## src/rtl/spi_to_memory_bus.sv

```systemverilog
// SPI mode-0 slave that turns a command byte {rw, addr[6:0]} plus data bytes into single-cycle membus strobes.
// Optional burst mode (address auto-increment per data byte) is enabled by defining SPI_BRIDGE_AUTOINC_EN.
module spi_to_memory_bus #(
  parameter int unsigned SYNC_STAGES = 2,
  parameter logic [7:0]  IDLE_BYTE   = 8'h00
) (
  input  logic       clk_i,
  input  logic       rst_i,
  input  logic       SPI_SCK,
  input  logic       SPI_CS_N,
  input  logic       SPI_MOSI,
  output logic       SPI_MISO,
  output logic       membus_read_req_o,
  output logic       membus_write_req_o,
  output logic [6:0] membus_addr_o,
  output logic [7:0] membus_data_o,
  input  logic [7:0] membus_data_i,
  output logic [2:0] dbg_state
);

  typedef enum logic [2:0] {
    ST_IDLE   = 3'd0,
    ST_CMD    = 3'd1,
    ST_FETCH  = 3'd2,
    ST_DATA   = 3'd3,
    ST_IGNORE = 3'd4
  } state_t;

`ifdef SPI_BRIDGE_AUTOINC_EN
  localparam bit AUTOINC = 1'b1;
`else
  localparam bit AUTOINC = 1'b0;
`endif

  logic [SYNC_STAGES-1:0] r_sck_sync;
  logic [SYNC_STAGES-1:0] r_cs_sync;
  logic [SYNC_STAGES-1:0] r_mosi_sync;
  logic                   r_sck_d;

  logic       w_sck;
  logic       w_cs_n;
  logic       w_mosi;
  logic       w_sck_rise;
  logic       w_sck_fall;
  logic       w_byte_done;
  logic [7:0] w_rx_byte;

  state_t     r_state,      w_state_n;
  logic [2:0] r_bit_cnt,    w_bit_cnt_n;
  logic [6:0] r_rx_shreg,   w_rx_shreg_n;
  logic [7:0] r_tx_shreg,   w_tx_shreg_n;
  logic [6:0] r_addr,       w_addr_n;
  logic       r_rw,         w_rw_n;
  logic [7:0] r_data_o,     w_data_o_n;
  logic       r_read_req,   w_read_req_n;
  logic       r_write_req,  w_write_req_n;

  // CS_N synchroniser resets to "deselected" so reset never looks like a new transaction.
  always_ff @(posedge clk_i) begin
    if (rst_i) begin
      r_sck_sync  <= '0;
      r_cs_sync   <= '1;
      r_mosi_sync <= '0;
      r_sck_d     <= 1'b0;
    end else begin
      // NOTE: non-blocking assignments so every flop samples pre-edge values, independent of statement order.
      r_sck_sync  <= {r_sck_sync[SYNC_STAGES-2:0], SPI_SCK};
      r_cs_sync   <= {r_cs_sync[SYNC_STAGES-2:0], SPI_CS_N};
      r_mosi_sync <= {r_mosi_sync[SYNC_STAGES-2:0], SPI_MOSI};
      r_sck_d     <= w_sck;
    end
  end

  assign w_sck       = r_sck_sync[SYNC_STAGES-1];
  assign w_cs_n      = r_cs_sync[SYNC_STAGES-1];
  assign w_mosi      = r_mosi_sync[SYNC_STAGES-1];
  assign w_sck_rise  = w_sck & ~r_sck_d;
  assign w_sck_fall  = ~w_sck & r_sck_d;
  assign w_rx_byte   = {r_rx_shreg, w_mosi};
  assign w_byte_done = (r_state != ST_IDLE) && w_sck_rise && (r_bit_cnt == 3'd7);

  always_ff @(posedge clk_i) begin
    if (rst_i) begin
      r_state     <= ST_IDLE;
      r_bit_cnt   <= '0;
      r_rx_shreg  <= '0;
      r_tx_shreg  <= '0;
      r_addr      <= '0;
      r_rw        <= 1'b0;
      r_data_o    <= '0;
      r_read_req  <= 1'b0;
      r_write_req <= 1'b0;
    end else begin
      r_state     <= w_state_n;
      r_bit_cnt   <= w_bit_cnt_n;
      r_rx_shreg  <= w_rx_shreg_n;
      r_tx_shreg  <= w_tx_shreg_n;
      r_addr      <= w_addr_n;
      r_rw        <= w_rw_n;
      r_data_o    <= w_data_o_n;
      r_read_req  <= w_read_req_n;
      r_write_req <= w_write_req_n;
    end
  end

  always_comb begin
    // NOTE: every output of this block gets a default first, so no path can infer a latch.
    w_state_n     = r_state;
    w_bit_cnt_n   = r_bit_cnt;
    w_rx_shreg_n  = r_rx_shreg;
    w_tx_shreg_n  = r_tx_shreg;
    w_addr_n      = r_addr;
    w_rw_n        = r_rw;
    w_data_o_n    = r_data_o;
    w_read_req_n  = 1'b0;
    w_write_req_n = 1'b0;

    // The fall right after a byte boundary (bit_cnt==0) must not shift, so the new MSB stays on MISO.
    if (r_state != ST_IDLE) begin
      if (w_sck_rise) begin
        w_bit_cnt_n  = r_bit_cnt + 3'd1;
        w_rx_shreg_n = w_rx_byte[6:0];
      end else if (w_sck_fall && (r_bit_cnt != 3'd0)) begin
        w_tx_shreg_n = {r_tx_shreg[6:0], 1'b0};
      end
    end

    case (r_state)
      ST_IDLE: begin
        w_tx_shreg_n = IDLE_BYTE;
        w_bit_cnt_n  = '0;
        w_rx_shreg_n = '0;
        if (!w_cs_n) w_state_n = ST_CMD;
      end
      ST_CMD: begin
        if (w_byte_done) begin
          w_addr_n     = w_rx_byte[6:0];
          w_rw_n       = w_rx_byte[7];
          w_tx_shreg_n = IDLE_BYTE;
          if (w_rx_byte[7]) begin
            w_read_req_n = 1'b1;
            w_state_n    = ST_FETCH;
          end else begin
            w_state_n    = ST_DATA;
          end
        end
      end
      ST_FETCH: begin
        // First FETCH cycle carries the strobe; slave data is valid on the following one.
        if (!r_read_req) begin
          w_tx_shreg_n = membus_data_i;
          w_state_n    = ST_DATA;
        end
      end
      ST_DATA: begin
        if (AUTOINC && r_write_req) w_addr_n = r_addr + 7'd1;
        if (w_byte_done) begin
          if (r_rw) begin
            if (AUTOINC) begin
              w_addr_n     = r_addr + 7'd1;
              w_read_req_n = 1'b1;
              w_state_n    = ST_FETCH;
            end else begin
              w_tx_shreg_n = IDLE_BYTE;
              w_state_n    = ST_IGNORE;
            end
          end else begin
            w_data_o_n    = w_rx_byte;
            w_write_req_n = 1'b1;
            w_tx_shreg_n  = IDLE_BYTE;
            w_state_n     = AUTOINC ? ST_DATA : ST_IGNORE;
          end
        end
      end
      ST_IGNORE: begin
        if (w_byte_done) w_tx_shreg_n = IDLE_BYTE;
      end
      default: w_state_n = ST_IDLE;
    endcase

    // Deselect wins over everything, including a byte completing on the same cycle.
    if (w_cs_n && (r_state != ST_IDLE)) begin
      w_state_n     = ST_IDLE;
      w_addr_n      = r_addr;
      w_rw_n        = r_rw;
      w_data_o_n    = r_data_o;
      w_read_req_n  = 1'b0;
      w_write_req_n = 1'b0;
    end
  end

  assign SPI_MISO           = r_tx_shreg[7];
  assign membus_read_req_o  = r_read_req;
  assign membus_write_req_o = r_write_req;
  assign membus_addr_o      = r_addr;
  assign membus_data_o      = r_data_o;
  assign dbg_state          = r_state;

endmodule

```

## config.mk

```make
export PLATFORM = sky130hd
export DESIGN_NAME = spi_to_memory_bus
export DESIGN_NICKNAME = d
export VERILOG_FILES = /design/src/rtl/spi_to_memory_bus.sv
export SDC_FILE = /design/constraint.sdc
export NUM_CORES = 1
export LEC_CHECK = 0
export ABC_CLOCK_PERIOD_IN_PS = 1950
export CORE_MARGIN = 1.5
export CORE_UTILIZATION = 39
export DETAILED_ROUTE_END_ITERATION = 16
export DONT_BUFFER_PORTS = 1
export PLACE_DENSITY = 0.59
export SLEW_MARGIN = 5
export SYNTH_ARGS = -nofsm -noshare
export SYNTH_HDL_FRONTEND = slang
export SYNTH_SLANG_ARGS = --single-unit
```

## constraint.sdc

```tcl
create_clock -name clk_i -period 1.95 [get_ports clk_i]
set_clock_uncertainty 0.15 [all_clocks]
set_input_delay 0.585 -clock clk_i [delete_from_list [all_inputs] [get_ports clk_i]]
set_output_delay 0.585 -clock clk_i [all_outputs]
set_load 0.02 [all_outputs]
```

# == After elaboration in Yosys (flattened, before gate mapping) ==
# Cells that the tools add are included.
# totals
inputBits,13
output_inout_bits,21
regBits,46
word_cells,63
# classes
n_reduce_logical,16
eq_ne,9
n_bitwise,10
addsub,1
mux,14
# op_table
cell,n
8-bit 2-to-1 mux,5
8-bit one-hot mux with 3 select lines,1
3-bit one-hot mux with 5 select lines,1
3-bit 2-to-1 mux,4
"2-bit inequality test, second input constant",4
1-bit inverter,8
4-bit OR reduction,2
"3-bit by 2-bit equality test with 1-bit output, second input constant",2
"3-bit equality test, second input constant",2
3-bit nonzero test,2
5-bit AND reduction,1
1-bit logical AND,4
4-bit AND reduction,1
2-bit OR reduction,2
"3-bit by 1-bit adder with 3-bit output, second input constant",1
"3-bit by 1-bit equality test with 1-bit output, second input constant",1
3-bit zero test,1
1-bit 2-to-1 mux,3
3-bit AND reduction,1
3-bit OR reduction,1
1-bit AND,2
2-bit AND reduction,1

# == Longest topological paths before layout ==
# Gate-level depths: netlist of the first run.
# logic_depth
depth_word,8
mapped_depth,7
depth_no_buf,6

# == Worst setup path before layout of the first run ==
# No wires, ideal clock.
# synth_timing
kind,flip-flop to flip-flop
from,register r_bit_cnt[0]
to,register r_addr[0] (netlist: membus_addr_o[0])
stages_incl_launch_ff,8
n_path_buf,1
required_time_ps,1672
setup_slack_ps,113
arrival_time_ps,1559
setup_time_ps,128
synth_period_minus_slack_ps,1837
cell_sequence,dfxtp_1 > ha_1 > ha_1 > nand4b_4 > or4_1 > buf_6 > mux2i_1 > nor2_1
# synth_via
elab_chain_cells,3
# synth_lines
element,line_no,rtl
"start, declared",49,"logic [2:0] r_bit_cnt, w_bit_cnt_n;"
"start signal, assigned",95,r_bit_cnt <= w_bit_cnt_n;
3-bit equality test,80,assign w_byte_done = (r_state != ST_IDLE) && w_sck_rise && (r_bit_cnt == 3'd7);
1-bit logical AND,80,
3-bit AND reduction (no source line),n/a,
"end signal, assigned",98,r_addr <= w_addr_n;
"end, declared",52,"logic [6:0] r_addr, w_addr_n;"
# No other way between the ends.
# A chain may end at the register's enable or synchronous reset.

# == Final worst setup path of the first run ==
# layout_timing
from,register r_bit_cnt[0]
to,register r_data_o[6] (netlist: membus_data_o[6])
# layout_via
elab_chain_cells,3
# layout_lines
element,line_no,rtl
3-bit equality test,80,
1-bit logical AND,80,
4-bit AND reduction (no source line),n/a,
"end signal, assigned",100,r_data_o <= w_data_o_n;
"end, declared",54,"logic [7:0] r_data_o, w_data_o_n;"
# No other way between the ends.

==> results_dict.tcl, run 1 <==
set metrics [dict create \
    final-setup-viol-count 0 \
    clkSlewWorstSetupHoldPaths_ns 0.08 \
    io_buffers 0 \
    grt_max_degree 30 \
    synthesis.nets 205 \
    area_delta_synth_final_pct 13.9 \
    gp_congestion 0.795 \
    maxCapViolCount 0 \
    antenna_left 0 \
    p_sw_share_pct 18.7 \
    dpl_cell_area_mm2 0.00189 \
    hold_path.class "input port to register" \
    worstMarginPinSlew_ns 0.405 \
    clockBufferDepth 2 \
    finalMaxSlewViolations 0 \
    grtUsageMet3_pct 5.98 \
    drc 0 \
    clk_latency_ns 0.29 \
    initial_core_util_pct 40.9 \
    use_met2_pct 22.2 \
    worstSetupPathType "register to register" \
    outcome "complete, no violations" \
    p_per_area_mw_per_mm2 817 \
    synthArstFlopShare_pct 0 \
    vias 1275 \
    diodes 0 \
    synth.distinct_cells 28 \
    grt_use_met1_pct 16.1 \
    drt-initial-drc-count 82 \
    num_io_pins 34 \
    antenna_found_initial 0 \
    clockPowerShare_pct 42.0 \
    synth_cells 189 \
    cts-root-buf "clkbuf_8" \
    synth-edff-count 0 \
    fp.dieArea_mm2 0.00505 \
    min_period_ns 1.84 \
    start_kind "register" \
    core_area_mm2 0.00441 \
    internal-power_mw 1.37 \
    hold_ws_ns 0.203 \
    wirelength_um 3430 \
    ys_seq_elements 46 \
    p_leak_nw 0.828 \
    syn_avg_cell_area_um2 9.55 \
    synth_top_area_share_pct 51.0 \
    fin_nets 213 \
    cts.sinks 46 \
    clock.fmax_mhz 543 \
    cts_hold_buf 0 \
    power.share.sequential_pct 56.6 \
    worstPathArrival_ns 1.89 \
    fp-row-count 24 \
    drtPass1Iterations 4 \
    synthFlopType "dfxtp_1" \
    cts_tree "yes" \
    grt_pass1_vias 1154 \
    synth_area_mm2 0.00181 \
    grtUsageTotal_pct 13.7 \
    drive_gt1_share_pct 16.8 \
    ys_seq_area_share_pct 51.0 \
    cts_inserted_buffers 5 \
    finalHoldViolations 0 \
    cp.required_ns 1.99 \
    detail_route.wl_per_cell_um 13.8 \
    relSlewSlack_pct 72.7 \
    pwr-share-comb_pct 1.4 \
    p_sw_mw 0.313 \
    viasPerCell 5.12 \
    p_total_mw 1.68 \
    htreeDepth 2 \
    grt_overflow 0 \
    busiest_layer "met2" \
    die_y_um 71.0 \
    ys_top_cells_by_area "dfxtp_1 51%, mux2i_1 13%, nand2_1 5.4%" \
    path_max_fanout 9 \
    fin_crit_sh_pct 94.4 \
    synth_top_area_cell "dfxtp_1" \
    peakVddDrop_mv 0.327 \
    dieWidth_um 71.0 \
    critical_path.endpoint_type "register" \
    yosys_warnings 0 \
    design_area_mm2 0.00206 \
    grt_pass1_wl_um 5430 \
    post-dp-hpwl_um 2430 \
]
[flip-flops by register name (all words and copies together) (netlist names)]
name and count:
r_bit_cnt 3, membus_addr_o 7, membus_read_req_o 1, r_cs_sync 2, dbg_state 3, r_mosi_sync 2, r_rx_shreg 7, r_sck_sync 2
r_sck_d 1, membus_data_o 8, r_rw 1, membus_write_req_o 1, r_tx_shreg 8
[power groups by stage]
stage                     Clock (mW)  Combinational [mW]  Sequential (mW)
after floorplan                    0              0.0251            0.971
after global placement             0              0.0221            0.972
after detailed placement           0              0.0226            0.973
after CTS                      0.726              0.0227            0.950
after global routing           0.767              0.0249            0.951
final                          0.706              0.0227            0.950
[cells in the mapped netlist (4+ instances only)]
| cell | instances |
|---|---|
| mux2i_1 | 23 |
| dfxtp_1 | 46 |
| nand2_1 | 26 |
| clkbuf_1 | 4 |
| inv_1 | 6 |
| nor3_1 | 4 |
| nor2_1 | 24 |
| nor2b_1 | 7 |
| o21ai_0 | 9 |
| a21oi_1 | 12 |
[per-layer routing]
layer,vias up,part of all wire [%]
met5,-,0
met4,0,1.5
met3,6,6.4
met2,29,51
met1,597,41
li1,643,-
[cell usage in the layout, fill, tap and decap left out, drive strengths merged]
cell,netlist,routed
dfxtp,46,46
nand2,26,26
nor2,24,24
mux2i,23,23
a21oi,12,12
buf,7,12
o21ai,9,9
nor2b,7,7
inv,6,6
clkbuf,4,6
nor3,4,4
or2,3,3
ha,3,3
xnor2,2,2
or4,2,2
or2b,1,1
nor4bb,1,1
nand4b,1,1
o21bai,1,1
nor4b,1,1
nand2b,1,1
nor4,1,1
nor3b,1,1
a2bb2oi,1,1
o2111a,1,1
o2111ai,1,1
bufinv,0,1
[worst paths after layout]
kind | from | endpoint | slack [ns] | cells after the start
setup / recovery | r_bit_cnt[0]$_SDFFE_PP0P_ | membus_data_o[6]$_SDFFE_PP0P_ | 0.11 | 7
hold / removal | rst_i | membus_addr_o[0]$_SDFFE_PP0P_ | 0.20 | 1
setup reg to reg | r_bit_cnt[0]$_SDFFE_PP0P_ | membus_data_o[6]$_SDFFE_PP0P_ | 0.11 | 7
hold reg to reg | r_cs_sync[0]$_SDFF_PP1_ | r_cs_sync[1]$_SDFF_PP1_ | 0.26 | 1
[per-stage QoR]
| stage | setup TNS [ns] | util (%) | std cells | setup WS [ns] |
|---|---|---|---|---|
| 2_1_floorplan | 0 | - | 189 | 0.113 |
| 3_3_place_gp | 0 | 42.9 | 241 | 0.103 |
| 3_5_place_dp | 0 | 42.9 | 241 | 0.0405 |
| 4_1_cts | 0 | 45.4 | 248 | 0.0225 |
| 5_1_grt | -0.00948 | 46.6 | 249 | -0.00948 |
| 6_report | 0 | 46.6 | 249 | 0.109 |
[kinds of logic after synthesis]
family	Yosys count	synth area share [%]
adder cells (fa/ha/maj)	3	2.08
flip-flops	46	51.0
AND/OR/NAND/NOR	73	20.4
buffers and inverters	17	4.99
multiplexers	23	12.8
XOR/XNOR	2	0.970
AO/OA/AOI/OAI	25	7.83
[critical path, stage by stage (launching register included)]
cell and delay, ns:
dfxtp_2 0.36, ha_4 0.15, ha_4 0.14, nand4b_4 0.10, or4_1 0.41, buf_4 0.21, mux2i_1 0.17, nor2_1 0.05
[timing repair]
| item | CTS | global route |
|---|---|---|
| setup buffers | 0 | 0 |
| gates resized for setup | 0 | 12 |
| setup endpoints to repair | 0 | 23 |
[layout make-up]
type                            count  area [µm²]
Fill cell                         423        2360
Inverter                            6        22.5
Multi-Input combinational cell    126         837
Clock inverter                      1        30.0
Clock buffer                        6        82.6
Tap cell                           52        65.1
Timing Repair Buffer               12        95.1
Sequential cell                    46         923
Note: power is estimated with default switching activity, not from simulation.
==> run 2, diff against run 1 <==
--- a/config.mk
+++ b/config.mk
@@ -10,7 +10,7 @@
 export CORE_UTILIZATION = 39
 export DETAILED_ROUTE_END_ITERATION = 16
 export DONT_BUFFER_PORTS = 1
-export PLACE_DENSITY = 0.59
+export PLACE_DENSITY = 0.6
 export SLEW_MARGIN = 5
 export SYNTH_ARGS = -nofsm -noshare
 export SYNTH_HDL_FRONTEND = slang
==> run 2 against run 1 <==
Effect of this change:
- first-iteration DRC count down 6.1%
- clock-buffer cell count down 1
- clock power down 19%
- worst setup slack worse by 0.011 ns
- critical path depth unchanged
- total power down 7.8%
- wire length down 4.4%
- fmax down 0.58%
- core utilization down 1.2 points
- combinational power up 2%
- hold slack better by 0.0038 ns
- sequential power about the same
==> results_dict.tcl, run 2 (synthesis results as in run 1) <==
set metrics [dict create \
    dpl_cell_area_mm2 0.00189 \
    drtPass1Iterations 4 \
    setup_ws_ns 0.0982 \
    start_kind "register" \
    area_delta_synth_final_pct 10.8 \
    clkSlewWorstSetupHoldPaths_ns 0.09 \
    antenna_found_initial 0 \
    fp.dieArea_mm2 0.00505 \
    die_y_um 71.0 \
    finalMaxSlewViolations 0 \
    worstHoldPathCells 1 \
    cts_hold_buf 0 \
    fp-row-count 24 \
    io_buffers 0 \
    viasPerCell 5.07 \
    post-dp-hpwl_um 2330 \
    drive_gt1_share_pct 15.2 \
    cts_resized 0 \
    wirelength_um 3280 \
    finalHoldViolations 0 \
    worstMarginPinSlew_ns 0.413 \
    diodes 0 \
    r2r-end "membus_addr_o[5]$_SDFFE_PP0P_" \
    clockBufferDepth 2 \
    preCtsSetupSlack_ns 0.0620 \
    detail_route.wl_per_cell_um 13.2 \
    gp_congestion 0.749 \
    path_max_fanout 9 \
    ff2ff_path_depth 7 \
    hold_path.class "input port to register" \
    clk_latency_ns 0.29 \
    r2r_slack_ns 0.1 \
    cts-root-buf "clkbuf_8" \
    grt_pass1_wl_um 5600 \
    final_common_cell "dfxtp_1" \
    clock.fmax_mhz 540 \
    worstPathArrival_ns 1.90 \
    critical_path.endpoint_type "register" \
    p_per_area_mw_per_mm2 774 \
    min_period_ns 1.85 \
    htreeDepth 2 \
    fin_crit_sh_pct 95.0 \
    worstSetupPathType "register to register" \
    cts.sinks 46 \
    grtUsageTotal_pct 13.9 \
    grt_overflow 0 \
    outcome "complete, no violations" \
    drt-initial-drc-count 77 \
    grt_pass1_vias 1228 \
    final-setup-viol-count 0 \
    dieWidth_um 71.0 \
    relSlewSlack_pct 72.3 \
    hp-start "rst_i" \
    holdPathEnd "membus_data_o[7]$_SDFFE_PP0P_" \
    final_cell_mix "44 x dfxtp_1, 26 x nand2_1, 24 x nor2_1" \
    initial_core_util_pct 40.9 \
    core_area_mm2 0.00441 \
    peakVddDrop_mv 0.413 \
    p_leak_nw 0.826 \
    vias 1262 \
    drc 0 \
    p_total_mw 1.55 \
    num_io_pins 34 \
    cp.required_ns 2.00 \
    post_cts_buffers 0 \
    rr_startpoint "r_bit_cnt[1]$_SDFFE_PP0P_" \
    grt_max_degree 30 \
    maxCapViolCount 0 \
    fin_nets 212 \
    cts_inserted_buffers 5 \
    antenna_left 0 \
    design_area_mm2 0.00200 \
    cts_tree "yes" \
]
run 2: changes by cell type in the layout (fill, tap and decap cells not counted), sizes merged:
cell	previous run	this run
buf	12	11
clkbuf	6	5
clkinv	0	2
bufinv	1	0
clkinvlp	0	1
run 2: worst max path at each step:
stage	startpoint	endpoint	slack [ns]	cells past startpoint
after floorplan	r_bit_cnt[0]$_SDFFE_PP0P_	membus_addr_o[0]$_SDFFE_PP0P_	0.11	7
after CTS	r_bit_cnt[1]$_SDFFE_PP0P_	membus_addr_o[5]$_SDFFE_PP0P_	0.05	7
final	r_bit_cnt[1]$_SDFFE_PP0P_	membus_addr_o[5]$_SDFFE_PP0P_	0.1	7
after global placement	r_bit_cnt[1]$_SDFFE_PP0P_	membus_data_o[3]$_SDFFE_PP0P_	0.11	7
after global routing	r_bit_cnt[1]$_SDFFE_PP0P_	r_tx_shreg[3]$_SDFF_PP0_	-0.04	7
after detailed placement	r_bit_cnt[1]$_SDFFE_PP0P_	membus_data_o[6]$_SDFFE_PP0P_	0.06	7
run 2: area by class of cell:
type,instances,area (µm²)
fillers,424,2410
well taps,52,65.1
multi-input cells,126,810
clock inverters,3,21.3
flip-flops and latches,46,923
clock buffers,5,68.8
inverters,6,22.5
repair buffers,11,90.1
run 2: where the power goes:
group | total (mW) | switching, mW | internal, mW | leakage (nW)
registers | 0.951 | 0.00527 | 0.945 | 0.373
clock network | 0.575 | 0.323 | 0.252 | 0.0441
logic | 0.0231 | 0.0125 | 0.0106 | 0.409
total | 1.55 | 0.341 | 1.21 | 0.826
run 2: worst max-delay path, stage by stage (launching register included):
cell and delay [ns]:
dfxtp_2 0.34, ha_1 0.14, ha_2 0.20, nand4b_4 0.09
or4_1 0.44, buf_6 0.18, mux2i_1 0.16, nor2_1 0.05
run 2: layer usage:
metal  routed length (µm)  share of wire [%]  GRT usage, %
met3                  181                5.5          5.13
met2                 1520                 46          22.1
met1                 1540                 47          17.6
met4                   41                1.2          4.40
met5                    0                  0             0
run 2: stage by stage:
stage / util, % / setup TNS [ns] / hold WS (ns) / instances
2_1_floorplan: - / 0 / 0.239 / 189
5_1_grt: 45.3 / -0.0740 / 0.184 / 249
3_3_place_gp: 42.9 / 0 / 0.245 / 241
3_5_place_dp: 42.9 / 0 / 0.249 / 241
4_1_cts: 44.9 / 0 / 0.193 / 249
6_report: 45.3 / 0 / 0.207 / 249
